--- src/rtl/issue_window.sv ---
// In-order issue window: circular buffer tracking dispatch, issue, writeback and commit.
// Each entry's flags and operands live in an issue_window_entry instance; trans_id = buffer index.

module issue_window_entry #(
  parameter int unsigned DATA_W = 79
) (
  input  logic              clk_i,
  input  logic              rst_ni,
  input  logic              flush_i,
  input  logic              alloc_i,
  input  logic [DATA_W-1:0] data_i,
  input  logic              kill_unissued_i,
  input  logic              issue_i,
  input  logic              wb_i,
  input  logic              retire_i,
  output logic              valid_o,
  output logic              issued_o,
  output logic              done_o,
  output logic [DATA_W-1:0] data_o
);
  always_ff @(posedge clk_i or negedge rst_ni) begin
    if (!rst_ni) begin
      valid_o  <= 1'b0;
      issued_o <= 1'b0;
      done_o   <= 1'b0;
      data_o   <= '0;
    end else if (flush_i) begin
      valid_o  <= 1'b0;
      issued_o <= 1'b0;
      done_o   <= 1'b0;
    end else if (alloc_i) begin
      valid_o  <= 1'b1;
      issued_o <= 1'b0;
      done_o   <= 1'b0;
      data_o   <= data_i;
    end else if (retire_i) begin
      valid_o <= 1'b0;
    end else begin
      if (kill_unissued_i && !issued_o) valid_o <= 1'b0;
      if (issue_i) issued_o <= 1'b1;
      // Writebacks only land on live, issued entries; stale or duplicate ones are dropped.
      if (wb_i && valid_o && issued_o) done_o <= 1'b1;
    end
  end
endmodule

module issue_window #(
  parameter  int unsigned NR_ENTRIES      = 8,
  parameter  int unsigned NR_WB_PORTS     = 4,
  parameter  int unsigned NR_COMMIT_PORTS = 2,
  parameter  int unsigned PAYLOAD_W       = 64,
  localparam int unsigned IDX_W           = $clog2(NR_ENTRIES)
) (
  input  logic                                         clk_i,
  input  logic                                         rst_ni,
  input  logic                                         flush_i,
  input  logic                                         flush_unissued_i,
  input  logic                                         dec_valid_i,
  output logic                                         dec_ready_o,
  input  logic [4:0]                                   dec_rd_i,
  input  logic [4:0]                                   dec_rs1_i,
  input  logic [4:0]                                   dec_rs2_i,
  input  logic [PAYLOAD_W-1:0]                         dec_payload_i,
  output logic                                         issue_valid_o,
  input  logic                                         issue_ready_i,
  output logic [IDX_W-1:0]                             issue_trans_id_o,
  output logic [PAYLOAD_W-1:0]                         issue_payload_o,
  input  logic [NR_WB_PORTS-1:0]                       wb_valid_i,
  input  logic [NR_WB_PORTS-1:0][IDX_W-1:0]            wb_trans_id_i,
  output logic [NR_COMMIT_PORTS-1:0]                   commit_valid_o,
  output logic [NR_COMMIT_PORTS-1:0][IDX_W-1:0]        commit_trans_id_o,
  output logic [NR_COMMIT_PORTS-1:0][4:0]              commit_rd_o,
  output logic [NR_COMMIT_PORTS-1:0][PAYLOAD_W-1:0]    commit_payload_o,
  input  logic [NR_COMMIT_PORTS-1:0]                   commit_ack_i,
  output logic                                         full_o,
  output logic                                         stall_issue_o
);
  typedef logic [IDX_W-1:0] idx_t;
  typedef logic [IDX_W:0]   cnt_t;
  typedef struct packed {
    logic [4:0]           rd;
    logic [4:0]           rs1;
    logic [4:0]           rs2;
    logic [PAYLOAD_W-1:0] payload;
  } ent_t;

  localparam cnt_t FULL_CNT = cnt_t'(NR_ENTRIES);

  idx_t head_q, iss_q, tail_q;
  cnt_t count_q, retired, n_issued;
  ent_t ent_d, cur;
  ent_t ent_q [NR_ENTRIES];
  logic [NR_ENTRIES-1:0] valid_q, issued_q, done_q;
  logic [NR_ENTRIES-1:0] alloc_e, issue_e, wb_e, retire_e;
  logic [NR_COMMIT_PORTS-1:0] ack_eff;
  logic dispatch, candidate, clobber, fire, kill;

  assign dec_ready_o = (count_q < FULL_CNT);
  assign full_o      = (count_q == FULL_CNT);
  assign kill        = flush_unissued_i & ~flush_i;
  assign dispatch    = dec_valid_i & dec_ready_o & ~flush_i & ~flush_unissued_i;
  assign ent_d       = '{rd: dec_rd_i, rs1: dec_rs1_i, rs2: dec_rs2_i, payload: dec_payload_i};

  // Entries in [head, iss) are exactly the live issued ones, so the clobber scan needs no range math.
  always_comb begin
    cur     = ent_q[iss_q];
    clobber = 1'b0;
    for (int i = 0; i < NR_ENTRIES; i++) begin
      if (valid_q[i] && issued_q[i] && !done_q[i] && ent_q[i].rd != 5'd0 &&
          (ent_q[i].rd == cur.rs1 || ent_q[i].rd == cur.rs2))
        clobber = 1'b1;
    end
  end

  assign candidate        = valid_q[iss_q] & ~issued_q[iss_q];
  assign issue_valid_o    = candidate & ~clobber & ~flush_i & ~flush_unissued_i;
  assign stall_issue_o    = candidate & clobber;
  assign fire             = issue_valid_o & issue_ready_i;
  assign issue_trans_id_o = iss_q;
  assign issue_payload_o  = cur.payload;

  // Commit port k needs every entry from head up to head+k done.
  always_comb begin
    logic ok;
    idx_t idx;
    ok = 1'b1;
    for (int k = 0; k < NR_COMMIT_PORTS; k++) begin
      idx = head_q + idx_t'(k);
      ok  = ok & valid_q[idx] & done_q[idx];
      commit_valid_o[k]    = ok & (count_q > cnt_t'(k)) & ~flush_i;
      commit_trans_id_o[k] = idx;
      commit_rd_o[k]       = ent_q[idx].rd;
      commit_payload_o[k]  = ent_q[idx].payload;
    end
  end

  assign ack_eff = commit_ack_i & commit_valid_o;

  always_comb begin
    retired  = '0;
    n_issued = '0;
    for (int k = 0; k < NR_COMMIT_PORTS; k++)
      if (ack_eff[k]) retired = retired + cnt_t'(1);
    for (int i = 0; i < NR_ENTRIES; i++)
      if (valid_q[i] && issued_q[i]) n_issued = n_issued + cnt_t'(1);
  end

  always_comb begin
    idx_t off;
    for (int i = 0; i < NR_ENTRIES; i++) begin
      off         = idx_t'(i) - head_q;
      retire_e[i] = ({1'b0, off} < retired);
      alloc_e[i]  = dispatch & (tail_q == idx_t'(i));
      issue_e[i]  = fire & (iss_q == idx_t'(i));
      wb_e[i]     = 1'b0;
      for (int p = 0; p < NR_WB_PORTS; p++)
        if (wb_valid_i[p] && wb_trans_id_i[p] == idx_t'(i)) wb_e[i] = 1'b1;
    end
  end

  for (genvar g = 0; g < NR_ENTRIES; g++) begin : g_ent
    issue_window_entry #(.DATA_W($bits(ent_t))) u_ent (
      .clk_i           (clk_i),
      .rst_ni          (rst_ni),
      .flush_i         (flush_i),
      .alloc_i         (alloc_e[g]),
      .data_i          (ent_d),
      .kill_unissued_i (kill),
      .issue_i         (issue_e[g]),
      .wb_i            (wb_e[g]),
      .retire_i        (retire_e[g]),
      .valid_o         (valid_q[g]),
      .issued_o        (issued_q[g]),
      .done_o          (done_q[g]),
      .data_o          (ent_q[g])
    );
  end

  always_ff @(posedge clk_i or negedge rst_ni) begin
    if (!rst_ni) begin
      head_q  <= '0;
      iss_q   <= '0;
      tail_q  <= '0;
      count_q <= '0;
    end else if (flush_i) begin
      head_q  <= '0;
      iss_q   <= '0;
      tail_q  <= '0;
      count_q <= '0;
    end else begin
      head_q <= head_q + retired[IDX_W-1:0];
      if (fire) iss_q <= iss_q + idx_t'(1);
      if (flush_unissued_i) begin
        tail_q  <= iss_q;
        count_q <= n_issued - retired;
      end else begin
        if (dispatch) tail_q <= tail_q + idx_t'(1);
        count_q <= count_q + cnt_t'(dispatch) - retired;
      end
    end
  end

  // Retire strobes must form a prefix of the valid commit ports.
  assert property (@(posedge clk_i) disable iff (!rst_ni || flush_i)
    ((commit_ack_i & ~commit_valid_o) == '0) &&
    ((commit_ack_i & (commit_ack_i + NR_COMMIT_PORTS'(1))) == '0));

endmodule

--- config.mk ---
export PLATFORM = sky130hd
export DESIGN_NAME = issue_window
export DESIGN_NICKNAME = d
export VERILOG_FILES = /design/src/rtl/issue_window.sv
export SDC_FILE = /design/constraint.sdc
export NUM_CORES = 2
export LEC_CHECK = 0
export CORE_MARGIN = 2
export CORE_UTILIZATION = 50
export DETAILED_ROUTE_END_ITERATION = 8
export PLACE_DENSITY = 0.82
export SLEW_MARGIN = 20
export SYNTH_ARGS = -nofsm -noshare
export SYNTH_HDL_FRONTEND = slang
export SYNTH_SLANG_ARGS = --single-unit
export TNS_END_PERCENT = 1
--- constraint.sdc ---
create_clock -name clk_i -period 5.15 [get_ports clk_i]
set_input_delay 1.03 -clock clk_i [delete_from_list [all_inputs] [get_ports clk_i]]
set_output_delay 1.03 -clock clk_i [all_outputs]
set_load 0.03 [all_outputs]
Yosys cells after proc, flatten, opt, wreduce, memory -nomap -nowiden

Index checks and enable logic that the tools add are counted.

Bits in registers: 669
Latch bits: 0
Bits in writable memories: 0
Bits in read-only memories: 0
Input bits: 103
Output and inout bits: 217
Word-level logic and storage cells: 535
Memories: 0

$add $sub $neg: 23
$mul: 0
Divide/modulo/power cells: 0
$lt $le $gt $ge: 17
Equality and inequality tests: 67
Shift operators: 0
Mux-type cells: 175
Bitwise gates (word level): 41
Reductions and logical operators: 176

Operator list:

| cell                                                      | number |
|---|---|
| binary-select mux 79 bit (select 3 bit)                   | 3 |
| 2-to-1 mux 79 bit                                         | 4 |
| 2-to-1 mux 74 bit                                         | 2 |
| 2-to-1 mux 1 bit                                          | 144 |
| logical AND 1 bit                                         | 88 |
| == test 5 bit                                             | 16 |
| == test 3 bit (second input constant)                     | 24 |
| nonzero test 3 bit                                        | 17 |
| AND reduction 2 bit                                       | 24 |
| 2-to-1 mux 4 bit                                          | 10 |
| nonzero test 5 bit                                        | 8 |
| == test 3 x 2 -> 1 bit (second input constant)            | 12 |
| AND 1 bit                                                 | 33 |
| adder 4 x 1 -> 4 bit (second input constant)              | 8 |
| < comparator 3 x 4 -> 1 bit                               | 8 |
| nonzero test 4 bit                                        | 8 |
| != test 3 x 2 -> 1 bit (second input constant)            | 8 |
| binary-select mux 1 bit (select 3 bit)                    | 6 |
| == test 3 x 1 -> 1 bit (second input constant)            | 6 |
| logical NOT 3 bit                                         | 6 |
| 2-to-1 mux 3 bit                                          | 6 |
| logical NOT 1 bit                                         | 16 |
| greater-or-equal comparator 4 bit (second input constant) | 3 |
| < comparator 3 x 4 -> 1 bit (second input constant)       | 3 |
| 15 further kinds                                          | 36 |

Longest topological paths before layout

Depth in word-level cells: 25
Gate-level depth with buffers: 25
Mapped depth without buffers: 25

By module

Synthesis repeated with hierarchy kept, for this count alone.

Cell total of the unflattened synthesis: 2890
Area total of the unflattened synthesis: 41350.9 um2

By module, submodules not included:

| module             | instances | cells an instance | area each (um2) | seq. area each (um2) |
|---|---|---|---|---|
| issue_window_entry | 8         | 180               | 3119.2          | 2052.0 |
| issue_window       | 1         | 1450              | 16397.0         | 325.3 |

Least setup slack after synthesis

No wires, ideal clock.

Kind: register to register
Start: register head_q[1]
End: register count_q[2]
Setup time: 0.094 ns
Arrival: 5.768 ns
Required time: 5.056 ns
Slack: -0.712 ns
Cell stages (with the launch flop): 23
Buffers on the path: 7
Clock period less this slack: 5.862 ns
Cell sequence: dfrtp_1 > clkbuf_1 > clkbuf_1 > clkbuf_1 > inv_1 > ha_1 > clkbuf_1 > buf_1 > clkbuf_1 > buf_1 > nor2_1 > o21ai_0 > nor2_1 > and2_1 > ha_1 > ha_1 > inv_1 > ha_1 > inv_1 > fa_1 > xnor2_1 > nor2_1 > a211oi_1

RTL lines:

| item                   | line | source |
|---|---|---|
| from (decl)            | 89   | `idx_t head_q, iss_q, tail_q;` |
| from (signal assigned) | 191  | `head_q <= head_q + retired[IDX_W-1:0];` |
| to (signal assigned)   | 195  | `count_q <= n_issued - retired;` |
| to (signal assigned)   | 198  | `count_q <= count_q + cnt_t'(dispatch) - retired;` |
| to (decl)              | 90   | `cnt_t count_q, retired, n_issued;` |

Worst setup path in the final report

Start: register iss_q[1], in the netlist issue_trans_id_o[1]
End: output port issue_valid_o

Cells in the longest elaborated chain, start to end: 19
Elaborated cells between the ends (all ways): 54
Those cells by class: eq/ne (16); mux (15); bitwise (7); reduce/logical (16)

RTL lines:

| item                                                 | line | source |
|---|---|---|
| from (decl)                                          | 89   |  |
| from (signal assigned)                               | 192  | `if (fire) iss_q <= iss_q + idx_t'(1);` |
| NOT 3 -> 4 bit (implied by the code)                 | 106  | `cur = ent_q[iss_q];` |
| binary-select mux 79 bit (select 3 bit)              | 106  |  |
| 2-to-1 mux 74 bit (implied by the code) (2 in a row) | 106  |  |
| == test 5 bit                                        | 110  | `(ent_q[i].rd == cur.rs1 \|\| ent_q[i].rd == cur.rs2))` |
| logical OR 1 bit                                     | 110  |  |
| logical AND 1 bit                                    | 109  | `if (valid_q[i] && issued_q[i] && !done_q[i] && ent_q[i].rd != 5'd0 &&` |
| 2-to-1 mux 1 bit (8 in a row)                        | 109  |  |
| NOT 1 bit                                            | 116  | `assign issue_valid_o = candidate & ~clobber & ~flush_i & ~flush_unissued_i;` |
| AND 1 bit (*) (3 in a row)                           | 116  |  |
| to (decl)                                            | 64   | `output logic issue_valid_o,` |

Every way passes the cells marked *; elsewhere a longest branch is shown, timed or not. The select of a mux whose other input is x is not followed.

==> flow_summary.ini <==
[sta]
clock_skew_ns = 0.0185
rsz0062_at_grt = false
hold_viol = 0
worst_pin_slew_ns = 0.896
max_freq_ghz = 0.199
period_minus_slack_ns = 5.02
maxSlewHeadroom = 0.403
setup_viol = 0
whs_ns = 0.474
fin_crit_sh = 0.975
fin_setup_tns_ns = 0
drv_slew = 0

[detailed_routing]
wl_met2_um = 56200
highest_layer = met4
vias = 29400
drt_iter0_drc = 2853
post-route-drc-count = 0
wl_met3_um = 10300
firstDrtPassIters = 5
post_drt_wl_per_cell_um = 26.0
drt_wl_total_um = 118000
met1_length_um = 45700
vias_per_cell = 6.47
antenna_left = 0

[setup_path]
critPathMostFrequentCell = nand4_1
crit_chain = nor2b_1 -> buf_4 -> a22oi_1 -> nand2_1 -> xor2_1 -> nand4_1 -> nand4_1 -> nor4b_4 -> and3_1 -> buf_12
path_max_fanout = 15
startpoint = issue_trans_id_o[1]
critPathLaunchType = flip-flop
r2r-start = g_ent[1].u_ent.issued_o
path_class = reg2out
cpPeakStageDelay_ns = 0.58
crit_arrival_ns = 3.99
critPathCaptureType = output pin
worstSetupEndpoint = issue_valid_o
r2r_slack_ns = 0.35
required_ns = 4.12
r2r_cells = 25
crit_slowest_cell = dfrtp_4
reg2reg_to = count_q[3]

[pwr]
seqPwrFrac = 0.375
combPwrFrac = 0.292
clockPowerShare = 0.333
leakage_nw = 20.4
switchingPower_mw = 5.33
finalPower_mw = 17.2
p_sw_frac = 0.310
p_int_mw = 11.9
power_density_nw_per_um2 = 359
irDropWorstVdd_mv = 0.334

[cts]
cts-root-buf = clkbuf_16
clock-sinks = 669
cts_tree = done
cts_buffers = 75
insertion_delay_ns = 0.61
htree_levels = 3
cts_max_path_buffers = 3
holdBufCountCts = 0
cts.clk_slew.worst_paths_ns = 0.06

[min_path]
min_path_cells = 2
min-delay-path-class = reg2reg

[grt]
overflow = 0
track_usage = 0.284
grt_max_degree = 116
grt_pass1_vias = 30100
grt_pass1_wl_um = 181000
grt_antenna_before_repair = 8

[placement]
gp_congestion = 0.946
post_dp_cell_area_sq_um = 45100
io_buffer_count = 319
hpwl_um = 71200

[logic_synthesis]
ys_seq_elements = 669
synth-async-reset-ratio = 1.00
ys_seq_area_frac = 0.412
syn_nets = 3337
postSynthCellCount = 3195
avgSynthCellArea_sq_um = 12.7
yosysUniqueCellTypes = 70
synth-edff-count = 0
synthFlopType = dfrtp_1
synthesis.area_sq_um = 40600
yosys_warnings = 0

[die]
rows = 104
ios = 320
coreArea_sq_um = 80500
dieArea_sq_um = 83600
die_y_um = 289
start_util = 0.505
die_x_um = 289

[finish]
regArea_sq_um = 16800
utilization = 0.594
multi_input_area_sq_um = 23000
drive_above_1_share = 0.363
syn2layout_area_growth_pct = 17.7
nNetsFinal = 3561
postLayoutCellArea_sq_um = 47800
n_fill_cell = 6048

[run]
drv_cap = 0

[status]
status = complete, no violations
cells in the mapped netlist, types with 13 or more instances:
library cell	number	share of area
a21boi_0	13	0.0024
a21oi_1	15	0.0018
a22oi_1	16	0.0030
and2_1	13	0.0020
buf_1	52	0.0048
clkbuf_1	170	0.016
dfrtp_1	669	0.41
ha_1	35	0.011
inv_1	32	0.0030
mux2_2	615	0.17
mux2i_1	41	0.010
mux4_2	409	0.23
nand2_1	710	0.066
nand2b_1	16	0.0025
nand3_1	14	0.0017
nand4_1	23	0.0035
nor2_1	45	0.0042
nor3_1	42	0.0052
o21ai_0	27	0.0033
xnor2_1	36	0.0078
xor2_1	38	0.0082
flip-flops by register name, indices dropped and copies added, names as in the netlist:
register              cells
g_ent.u_ent.done_o        8
head_q                    3
g_ent.u_ent.data_o      632
g_ent.u_ent.issued_o      8
issue_trans_id_o          3
g_ent.u_ent.valid_o       8
count_q                   4
tail_q                    3
worst max-delay path, delay by kind of cell (launching register included):
kind	cells	cell delay, ns
flip-flops	1	0.58
AND/OR/NAND/NOR	6	1.67
XOR/XNOR	1	0.22
buffers and inverters	2	0.36
AO/OA/AOI/OAI	1	0.54
placed cells by master (no fill, tap or decap), drive strengths merged, types with 10 or more instances in the layout:
| master | count |
|---|---|
| nor3b | 11 |
| clkinv | 17 |
| a21boi | 13 |
| a21oi | 15 |
| and3 | 10 |
| xnor2 | 37 |
| dfrtp | 669 |
| inv | 33 |
| clkbuf | 110 |
| a22oi | 19 |
| buf | 70 |
| mux4 | 409 |
| nor3 | 42 |
| nand2 | 713 |
| ha | 35 |
| a22o | 11 |
| nor2 | 46 |
| nand3 | 15 |
| nand4 | 23 |
| and2 | 13 |
| nand2b | 16 |
| clkdlybuf4s50 | 315 |
| xor2 | 38 |
| mux2 | 616 |
| o21ai | 27 |
| mux2i | 41 |
how the worst min path moves through the flow:
stage / slack, ns / to / from
global placement: 0.46 / g_ent[5].u_ent.data_o[65] / g_ent[5].u_ent.data_o[65]
CTS: 0.47 / g_ent[1].u_ent.data_o[55] / rst_ni
global route: 0.50 / g_ent[6].u_ent.data_o[64] / g_ent[6].u_ent.data_o[64]
floorplan: 0.44 / g_ent[5].u_ent.data_o[65] / g_ent[5].u_ent.data_o[65]
finish: 0.47 / g_ent[6].u_ent.data_o[70] / g_ent[6].u_ent.data_o[70]
detailed placement: 0.46 / g_ent[6].u_ent.data_o[70] / g_ent[6].u_ent.data_o[70]
power groups by stage:
stage	clock network [mW]	registers [mW]	logic, mW
global placement	0	6.46	4.89
detailed placement	0	6.52	4.97
finish	5.72	6.45	5.02
global route	6.03	6.54	5.28
CTS	5.80	6.44	5.01
floorplan	0	6.30	3.32
stage by stage:
step / worst slack, ns / std cells
after floorplan: 0.0325 / 3195
after global placement: 0.290 / 4401
after detailed placement: 0.267 / 4401
after CTS: 0.0164 / 4538
after global routing: 0.00924 / 4547
final: 0.130 / 4548
cell type report:
cell class	instances	area share
timing repair buffer	385	0.0842
clock inverter	27	0.00837
antenna	9	0.000471
multi-input combinational	2255	0.480
tap	1060	0.0277
inverter	33	0.00261
clock buffer	110	0.0467
sequential	669	0.350
routing by layer:
layer	vias to the layer above	track usage
met1	15200	0.383
met5	-	0
met4	0	0.148
met2	1559	0.443
li1	12300	-
met3	331	0.0495
what timing repair did:
item | in CTS | in global routing
endpoints found under the setup margin | 0 | 4
setup buffers | 0 | 1
gates resized for setup | 0 | 11
cell families after synthesis:
logic type               synth area share
flip-flops                          0.412
adder cells (fa/ha/maj)            0.0130
buffers and inverters              0.0270
XOR/XNOR                           0.0169
multiplexers                        0.408
AO/OA/AOI/OAI                      0.0244
AND/OR/NAND/NOR                    0.0993
Note: power is estimated with default switching activity, not from simulation.
